--- src/rtl/seg_scan_driver.sv ---
`default_nettype none
// ============================================================================
// Module      : seg_scan_driver
// Description : Time-multiplexed driver for a six-digit common-cathode
//               seven-segment display. Six hex nibbles, decimal points and
//               per-digit enables are captured into a shadow set on `load`
//               and copied to the displayed (active) set only at a frame
//               boundary, so one frame never mixes old and new data. Each
//               digit slot lasts DIV cycles and starts with BLANK cycles
//               of all-off output to suppress ghosting between digits.
// Revision    : 1.0  initial release
// ----------------------------------------------------------------------------
// Parameters
//   DIV          clock cycles per digit slot (4 .. 65535)
//   BLANK        blank cycles at the start of each slot (1 .. DIV-2)
// Ports
//   clk          system clock
//   rst          synchronous, active-high reset
//   data_in      six hex nibbles; digit i is data_in[4i+3:4i]
//   dp_in        decimal point per digit, 1 = lit
//   en_in        digit enable, 1 = shown
//   load         one-cycle strobe capturing data_in/dp_in/en_in
//   pending      shadow data waiting for the next frame boundary
//   frame_start  one-cycle pulse when slot 0 begins
//   digit_cath   digit select, active-low, bit i selects digit i
//   seg          segments, active-high, seg[0..6] = a..g, seg[7] = dp
// ============================================================================
module seg_scan_driver #(
    parameter int DIV   = 1000,
    parameter int BLANK = 16
) (
    input  logic        clk,
    input  logic        rst,
    input  logic [23:0] data_in,
    input  logic [5:0]  dp_in,
    input  logic [5:0]  en_in,
    input  logic        load,
    output logic        pending,
    output logic        frame_start,
    output logic [5:0]  digit_cath,
    output logic [7:0]  seg
);

    // ------------------------------------------------------------------------
    // Constants
    // ------------------------------------------------------------------------
    localparam logic [15:0] c_CNT_LAST  = 16'(DIV - 1);
    localparam logic [15:0] c_BLANK_END = 16'(BLANK);
    localparam logic [2:0]  c_SLOT_LAST = 3'd5;
    localparam logic [5:0]  c_CATH_OFF  = 6'b111111;
    localparam logic [7:0]  c_SEG_OFF   = 8'h00;

    // ------------------------------------------------------------------------
    // Registers
    // ------------------------------------------------------------------------
    logic [15:0] r_cnt;
    logic [2:0]  r_slot;

    logic [23:0] r_shd_data;
    logic [5:0]  r_shd_dp;
    logic [5:0]  r_shd_en;

    logic [23:0] r_act_data;
    logic [5:0]  r_act_dp;
    logic [5:0]  r_act_en;

    logic        r_pending;
    logic        r_frame_start;
    logic [5:0]  r_digit_cath;
    logic [7:0]  r_seg;

    // ------------------------------------------------------------------------
    // Combinational helpers
    // ------------------------------------------------------------------------
    logic        w_slot_end;
    logic        w_boundary;
    logic        w_drive;
    logic        w_slot_first;
    logic [3:0]  w_nibble;
    logic        w_dp_bit;
    logic        w_en_bit;
    logic [5:0]  w_cath_sel;
    logic [6:0]  w_hex_seg;
    logic [5:0]  w_next_cath;
    logic [7:0]  w_next_seg;

    assign w_slot_end   = (r_cnt == c_CNT_LAST);
    assign w_boundary   = w_slot_end && (r_slot == c_SLOT_LAST);
    assign w_drive      = (r_cnt >= c_BLANK_END);
    assign w_slot_first = (r_cnt == 16'd0) && (r_slot == 3'd0);

    // Select the active digit's nibble, dp, enable and cathode pattern.
    // Slot codes 6 and 7 never occur; they map to an all-off digit.
    always_comb begin
        w_nibble   = 4'h0;
        w_dp_bit   = 1'b0;
        w_en_bit   = 1'b0;
        w_cath_sel = c_CATH_OFF;
        case (r_slot)
            3'd0: begin
                w_nibble   = r_act_data[3:0];
                w_dp_bit   = r_act_dp[0];
                w_en_bit   = r_act_en[0];
                w_cath_sel = 6'b111110;
            end
            3'd1: begin
                w_nibble   = r_act_data[7:4];
                w_dp_bit   = r_act_dp[1];
                w_en_bit   = r_act_en[1];
                w_cath_sel = 6'b111101;
            end
            3'd2: begin
                w_nibble   = r_act_data[11:8];
                w_dp_bit   = r_act_dp[2];
                w_en_bit   = r_act_en[2];
                w_cath_sel = 6'b111011;
            end
            3'd3: begin
                w_nibble   = r_act_data[15:12];
                w_dp_bit   = r_act_dp[3];
                w_en_bit   = r_act_en[3];
                w_cath_sel = 6'b110111;
            end
            3'd4: begin
                w_nibble   = r_act_data[19:16];
                w_dp_bit   = r_act_dp[4];
                w_en_bit   = r_act_en[4];
                w_cath_sel = 6'b101111;
            end
            3'd5: begin
                w_nibble   = r_act_data[23:20];
                w_dp_bit   = r_act_dp[5];
                w_en_bit   = r_act_en[5];
                w_cath_sel = 6'b011111;
            end
            default: begin
                w_nibble   = 4'h0;
                w_dp_bit   = 1'b0;
                w_en_bit   = 1'b0;
                w_cath_sel = c_CATH_OFF;
            end
        endcase
    end

    // Hex to segment decode, bit 0 = a ... bit 6 = g.
    always_comb begin
        w_hex_seg = 7'h00;
        case (w_nibble)
            4'h0: w_hex_seg = 7'h3F;
            4'h1: w_hex_seg = 7'h06;
            4'h2: w_hex_seg = 7'h5B;
            4'h3: w_hex_seg = 7'h4F;
            4'h4: w_hex_seg = 7'h66;
            4'h5: w_hex_seg = 7'h6D;
            4'h6: w_hex_seg = 7'h7D;
            4'h7: w_hex_seg = 7'h07;
            4'h8: w_hex_seg = 7'h7F;
            4'h9: w_hex_seg = 7'h6F;
            4'hA: w_hex_seg = 7'h77;
            4'hB: w_hex_seg = 7'h7C;
            4'hC: w_hex_seg = 7'h39;
            4'hD: w_hex_seg = 7'h5E;
            4'hE: w_hex_seg = 7'h79;
            4'hF: w_hex_seg = 7'h71;
            default: w_hex_seg = 7'h00;
        endcase
    end

    // A disabled digit still owns its slot; it simply stays dark so the
    // scan period does not depend on the enable pattern.
    always_comb begin
        w_next_cath = c_CATH_OFF;
        w_next_seg  = c_SEG_OFF;
        if (w_drive && w_en_bit) begin
            w_next_cath = w_cath_sel;
            w_next_seg  = {w_dp_bit, w_hex_seg};
        end
    end

    // ------------------------------------------------------------------------
    // Slot timer
    // ------------------------------------------------------------------------
    always_ff @(posedge clk) begin
        if (rst) begin
            r_cnt  <= 16'd0;
            r_slot <= 3'd0;
        end else if (w_slot_end) begin
            r_cnt  <= 16'd0;
            r_slot <= (r_slot == c_SLOT_LAST) ? 3'd0 : r_slot + 3'd1;
        end else begin
            r_cnt  <= r_cnt + 16'd1;
        end
    end

    // ------------------------------------------------------------------------
    // Shadow / active data sets
    // The load branch is written last so that its pending set overrides the
    // boundary clear. On a coincident load the boundary still moves the old
    // shadow to active, while the new inputs land in shadow for next frame.
    // ------------------------------------------------------------------------
    always_ff @(posedge clk) begin
        if (rst) begin
            r_shd_data <= 24'd0;
            r_shd_dp   <= 6'd0;
            r_shd_en   <= 6'd0;
            r_act_data <= 24'd0;
            r_act_dp   <= 6'd0;
            r_act_en   <= 6'd0;
            r_pending  <= 1'b0;
        end else begin
            if (w_boundary) begin
                if (r_pending) begin
                    r_act_data <= r_shd_data;
                    r_act_dp   <= r_shd_dp;
                    r_act_en   <= r_shd_en;
                end
                r_pending <= 1'b0;
            end
            if (load) begin
                r_shd_data <= data_in;
                r_shd_dp   <= dp_in;
                r_shd_en   <= en_in;
                r_pending  <= 1'b1;
            end
        end
    end

    // ------------------------------------------------------------------------
    // Output registers. Because every slot begins with at least one blank
    // cycle, the cathode register always passes through all-off between two
    // digits and never shows two selected digits at once.
    // ------------------------------------------------------------------------
    always_ff @(posedge clk) begin
        if (rst) begin
            r_frame_start <= 1'b0;
            r_digit_cath  <= c_CATH_OFF;
            r_seg         <= c_SEG_OFF;
        end else begin
            r_frame_start <= w_slot_first;
            r_digit_cath  <= w_next_cath;
            r_seg         <= w_next_seg;
        end
    end

    assign pending     = r_pending;
    assign frame_start = r_frame_start;
    assign digit_cath  = r_digit_cath;
    assign seg         = r_seg;

endmodule
`default_nettype wire

--- config.mk ---
export PLATFORM = sky130hd
export DESIGN_NAME = seg_scan_driver
export DESIGN_NICKNAME = d
export VERILOG_FILES = /design/src/rtl/seg_scan_driver.sv
export SDC_FILE = /design/constraint.sdc
export NUM_CORES = 1
export LEC_CHECK = 0
export ABC_AREA = 1
export ABC_CLOCK_PERIOD_IN_PS = 3950
export CORE_ASPECT_RATIO = 0.7
export CORE_MARGIN = 5
export CORE_UTILIZATION = 43
export DETAILED_ROUTE_END_ITERATION = 7
export HOLD_SLACK_MARGIN = 0.1
export PLACE_DENSITY = 0.69
export SYNTH_ARGS = -nofsm -noshare
export SYNTH_HDL_FRONTEND = slang
export SYNTH_SLANG_ARGS = --single-unit
--- constraint.sdc ---
create_clock -name clk -period 3.95 [get_ports clk]
set_input_delay 0.5925 -clock clk [delete_from_list [all_inputs] [get_ports clk]]
set_output_delay 0.5925 -clock clk [all_outputs]
set_load 0.01 [all_outputs]
Word-level counts from Yosys, hierarchy flattened:

Memories as Yosys holds them, arrays and structs flattened. A register that Yosys moved wholly into a read port is not among the register bits.
Index checks and enable logic that the tools add are counted.

* flip-flop bits (word level): 107
* ROM bits: 112
* bits of input ports: 39
* output and inout bits: 16
* logic and storage cells: 39
* memories kept: 1

* $add $sub $neg: 2
* $lt $le $gt $ge: 1
* equality and inequality tests: 6
* mux-type cells: 7
* bitwise logic cells: 1
* reductions and logical operators: 9

Memory list
* (name not given): words 16, width 7, rd ports 1, clocked after memory_dff 1, wr ports 0, line 148 `case (w_nibble)`

Operators by type and width (number)
* $pmux W6 S6: 1
* $pmux W4 S6: 1
* $add A16 B1 Y16 const B: 1
* $eq A16 B10 Y1 const B: 1
* $ge A16 B5 Y1 const B: 1
* $logic_not A16 Y1: 1
* $pmux W1 S6: 2
* $eq A3 B2 Y1 const B: 2
* $eq A3 B3 Y1 const B: 2
* $reduce_or A2 Y1: 2
* $add A3 B1 Y3 const B: 1
* $eq A3 B1 Y1 const B: 1
* $logic_and A1 B1 Y1: 3
* $logic_not A3 Y1: 1
* $mux W3: 1
* $mux W1: 2
* $reduce_and A2 Y1: 1
* $reduce_bool A2 Y1: 1
* $not A1 Y1: 1

Logic depth before layout (Yosys ltp):

* word-level depth: 5
* depth in mapped cells: 15
* gate-level depth less buffers: 14

Worst setup path after synthesis:

No wires, ideal clock.

* path kind: register to register
* start point: register r_slot[0]
* end point: register r_seg[3], in the netlist seg[3]
* setup time: 0.118 ns
* arrival time: 1.768 ns
* required time: 3.832 ns
* setup slack: 2.064 ns
* cell stages (with the launch flop): 14
* buffers on the path: 1
* clock period less this slack: 1.886 ns
* cell sequence: dfxtp_1 buf_4 nand2_1 inv_1 ha_1 nand2_1 o21ai_0 nor2_1 nand2_1 nand2_1 ha_1 nand3b_1 nand3_1 a21oi_1

* word-level cells in the longest chain between the ends: 5
* elaborated cells between the ends (all ways): 11
* classes of those cells: eq/ne: 5; mux: 2; bitwise: 1; reduce/logical: 3

RTL lines
* start: declaration: line 57 `logic [2:0] r_slot;`
* start signal: assignment: line 189 `r_slot <= (r_slot == c_SLOT_LAST) ? 3'd0 : r_slot + 3'd1;`
* $eq A3 B3 Y1, or another cell as far along: line 99 `case (r_slot)`
* $pmux W1 S6: line 99
* $logic_and A1 B1 Y1: line 174 `if (w_drive && w_en_bit) begin`
* $not A1 Y1 (no line)
* $reduce_or A2 Y1 (no line)
* end: declaration: line 70 `logic [7:0] r_seg;`

Several ways; a longest one is shown, not always the timed one.
A chain may end at the register's enable or synchronous reset.

Worst setup path after layout:

* start point: register r_slot[0]
* end point: register r_seg[1], in the netlist seg[1]

The elaborated chain is that of the path after synthesis.

==> results.sh <==
export IMPL_yosys_cell_types_count=33
export IMPL_cp_end_kind="flip-flop"
export IMPL_grtUsageMet3_pct=4.87
export IMPL_vias_per_cell=4.82
export IMPL_synth_seq_cells=107
export IMPL_syn_avg_cell_area_um2=6.93
export IMPL_cts_resized=0
export IMPL_yosysMostFrequentCell="nor2_1"
export IMPL_synthArstFlopShare_pct=0
export IMPL_yosys_warnings=0
export IMPL_fp_dieArea_um2=13100
export IMPL_max_freq_mhz=421
export IMPL_total_leakage_power_nw=2.57
export IMPL_mappedNetlistNets=725
export IMPL_nNetsFinal=766
export IMPL_drv_slew=0
export IMPL_yosysTopAreaCell="dfxtp_1"
export IMPL_dp_slack_ns=1.47
export IMPL_postCtsSetupRepairBufs=0
export IMPL_ys_seq_area_share_pct=45.8
export IMPL_rsz0062_at_grt="false"
export IMPL_setup_viol=0
export IMPL_synth_area_top_cells="dfxtp_1 (46%), nor2_1 (14%), nand2_1 (11%)"
export IMPL_root_buffer="clkbuf_16"
export IMPL_grt_pass1_wl_mm=17.8
export IMPL_die_width_um=135
export IMPL_crit_fanout=12
export IMPL_drcViolationCount=0
export IMPL_clk_pin_slew_ns=0.07
export IMPL_grt_ovfl_total=0
export IMPL_grt_busiest_layer="met2"
export IMPL_drtIter0Drc=273
export IMPL_cp_data_required_time_ns=4.18
export IMPL_synth_area_um2=4680
export IMPL_vias=4112
export IMPL_synth_top_cell_area_share_pct=45.8
export IMPL_netlist_instances=675
export IMPL_synth_main_ff_cell="dfxtp_1"
export IMPL_clkLatencyLatePin_ns=0.35
export IMPL_drive_gt1_share_pct=5.27
export IMPL_grt_total_usage_pct=16.3
export IMPL_crit_type="flip-flop to flip-flop"
export IMPL_grtUsageMet1_pct=22.0
export IMPL_syn_to_final_growth_pct=19.3
export IMPL_synth_edf_count=0
export IMPL_die_h_um=97.3
export IMPL_ant_nets=0
export IMPL_clock_path_buffers=2
export IMPL_grt_pass1_vias=3882
export IMPL_antenna_cells=0
export IMPL_cts_buffers=9
export IMPL_synthTopCellsByCount="nor2_1 (178), nand2_1 (141), dfxtp_1 (107), inv_1 (72), o21ai_0 (48)"
export IMPL_finalClockSkew_ns=0.00511
export IMPL_fin_setup_tns_ns=0
export IMPL_critPathLaunchType="flip-flop"
export IMPL_h_tree_depth=3
export IMPL_grt_max_degree=73
export IMPL_tritoncts="done"
export IMPL_finalHoldViolCount=0
export IMPL_peakVddDrop_mv=0.207
export IMPL_fin_util_pct=53.3
export IMPL_antenna_found_initial=0
export IMPL_worst_slew_pin_slew_ns=0.733
export IMPL_status="finished clean"
export IMPL_wirelength_mm=10.3
export IMPL_final_min_clock_period_ns=2.37
export IMPL_min_period_over_period_pct=60.1
export IMPL_arrival_ns=2.61
export IMPL_drv_cap=0
export IMPL_relSlewSlack_pct=51.1
export IMPL_use_met2_pct=25.2
export IMPL_num_rows=31
export IMPL_dr_pass1_iters=4
export IMPL_port_buffers=54
export IMPL_initial_core_util_pct=44.7
export IMPL_cts_hold_buf=0
export IMPL_coreArea_um2=10500
export IMPL_fin_ws_ns=1.58
export IMPL_hold_class="flip-flop to flip-flop"
export IMPL_dpl_hpwl_mm=7.22
export IMPL_powerDensity_nw_per_um2=395
export IMPL_detail_route_wl_per_cell_um=12.1
export IMPL_gp_congestion=0.895
export IMPL_io_pins=55
export IMPL_cts_sinks=107
## logic make-up after synthesis
family | share of synthesized area (%)
simple gates | 33.1
buf+inv | 9.52
flops | 45.8
compound gates | 8.32
fa+ha+maj | 2.94
xor+xnor | 0.374
## cell usage in the layout (no fill, tap or decap)
cell type and count:
nand3b_1 1, clkinv_1 1, clkbuf_8 2, o211ai_1 2, nand3_4 2, clkdlybuf4s50_1 54, nand3_1 24, nand2_2 3
o21ai_0 48, a21oi_1 15, nand4_1 6, nor2_4 2, clkinv_2 3, ha_1 11, o221ai_1 1, nand2_1 141
nor2_2 1, a211oi_1 2, a31oi_1 1, bufinv_16 2, dfxtp_1 107, buf_4 2, nand3_2 1, nor3_2 2
inv_1 71, or2_2 1, xor2_1 1, nor2_1 178, inv_2 8, clkbuf_16 9, o22ai_1 3, o21ai_1 2
nor3_1 12, xnor2_1 1, nor4_1 1
## worst paths after layout
| check | startpoint | to | slack, ns | cells after the start |
|---|---|---|---|---|
| worst min register to register | r_cnt[15] | r_cnt[15] | 0.47 | 2 |
| worst max-delay path | r_slot[0] | seg[1] | 1.58 | 12 |
| worst max register to register | r_slot[0] | seg[1] | 1.58 | 12 |
| worst min-delay path | r_cnt[15] | r_cnt[15] | 0.47 | 2 |
## sequential cells by signal (all words and copies together) (netlist names), 3 cells and up
name and count:
r_act_en 6, r_shd_dp 6, r_shd_en 6, digit_cath 6, r_slot 3, r_cnt 16, r_shd_data 24, r_act_dp 6
seg 8, r_act_data 24
## per-layer routing
layer | wire (um) | up-vias
li1 | - | 2167
met1 | 5170 | 1851
met2 | 4540 | 80
met3 | 469 | 14
met4 | 161 | 0
met5 | 0 | -
## cell type report
| cell class | count | area (um2) |
|---|---|---|
| clock buffer | 11 | 253 |
| inverter | 80 | 300 |
| fill | 1049 | 4890 |
| sequential | 107 | 2140 |
| clock inverter | 5 | 75.1 |
| tap | 132 | 165 |
| multi-input combinational | 462 | 2090 |
| timing repair buffer | 56 | 556 |
## through the flow
stage	std cells	hold slack [ns]	area [um2]	power [W]
4_1_cts	853	0.477	5580	0.00223
2_1_floorplan	675	0.441	4680	0.00120
3_5_place_dp	837	0.467	5260	0.00126
5_1_grt	853	0.500	5580	0.00228
3_3_place_gp	837	0.462	5260	0.00125
6_report	853	0.475	5580	0.00220
## power by group
group | switching, W | internal [W] | total, W | leakage (nW)
logic | 0.0000506 | 0.0000548 | 0.000105 | 1.53
clock network | 0.000386 | 0.000587 | 0.000972 | 0.165
registers | 0.0000172 | 0.00111 | 0.00113 | 0.873
total | 0.000454 | 0.00175 | 0.00220 | 2.57
## worst max-delay path: stages (launching register included)
cell and delay, ns:
dfxtp_1 0.63, nor2_2 0.15, nand2_1 0.25, inv_1 0.13
nand2_1 0.07, o21ai_0 0.08, inv_1 0.08, nand2_1 0.08
nand2_1 0.15, inv_1 0.07, ha_1 0.30, o21ai_0 0.19
a21oi_1 0.09
Power figures use the tool's default switching activity.
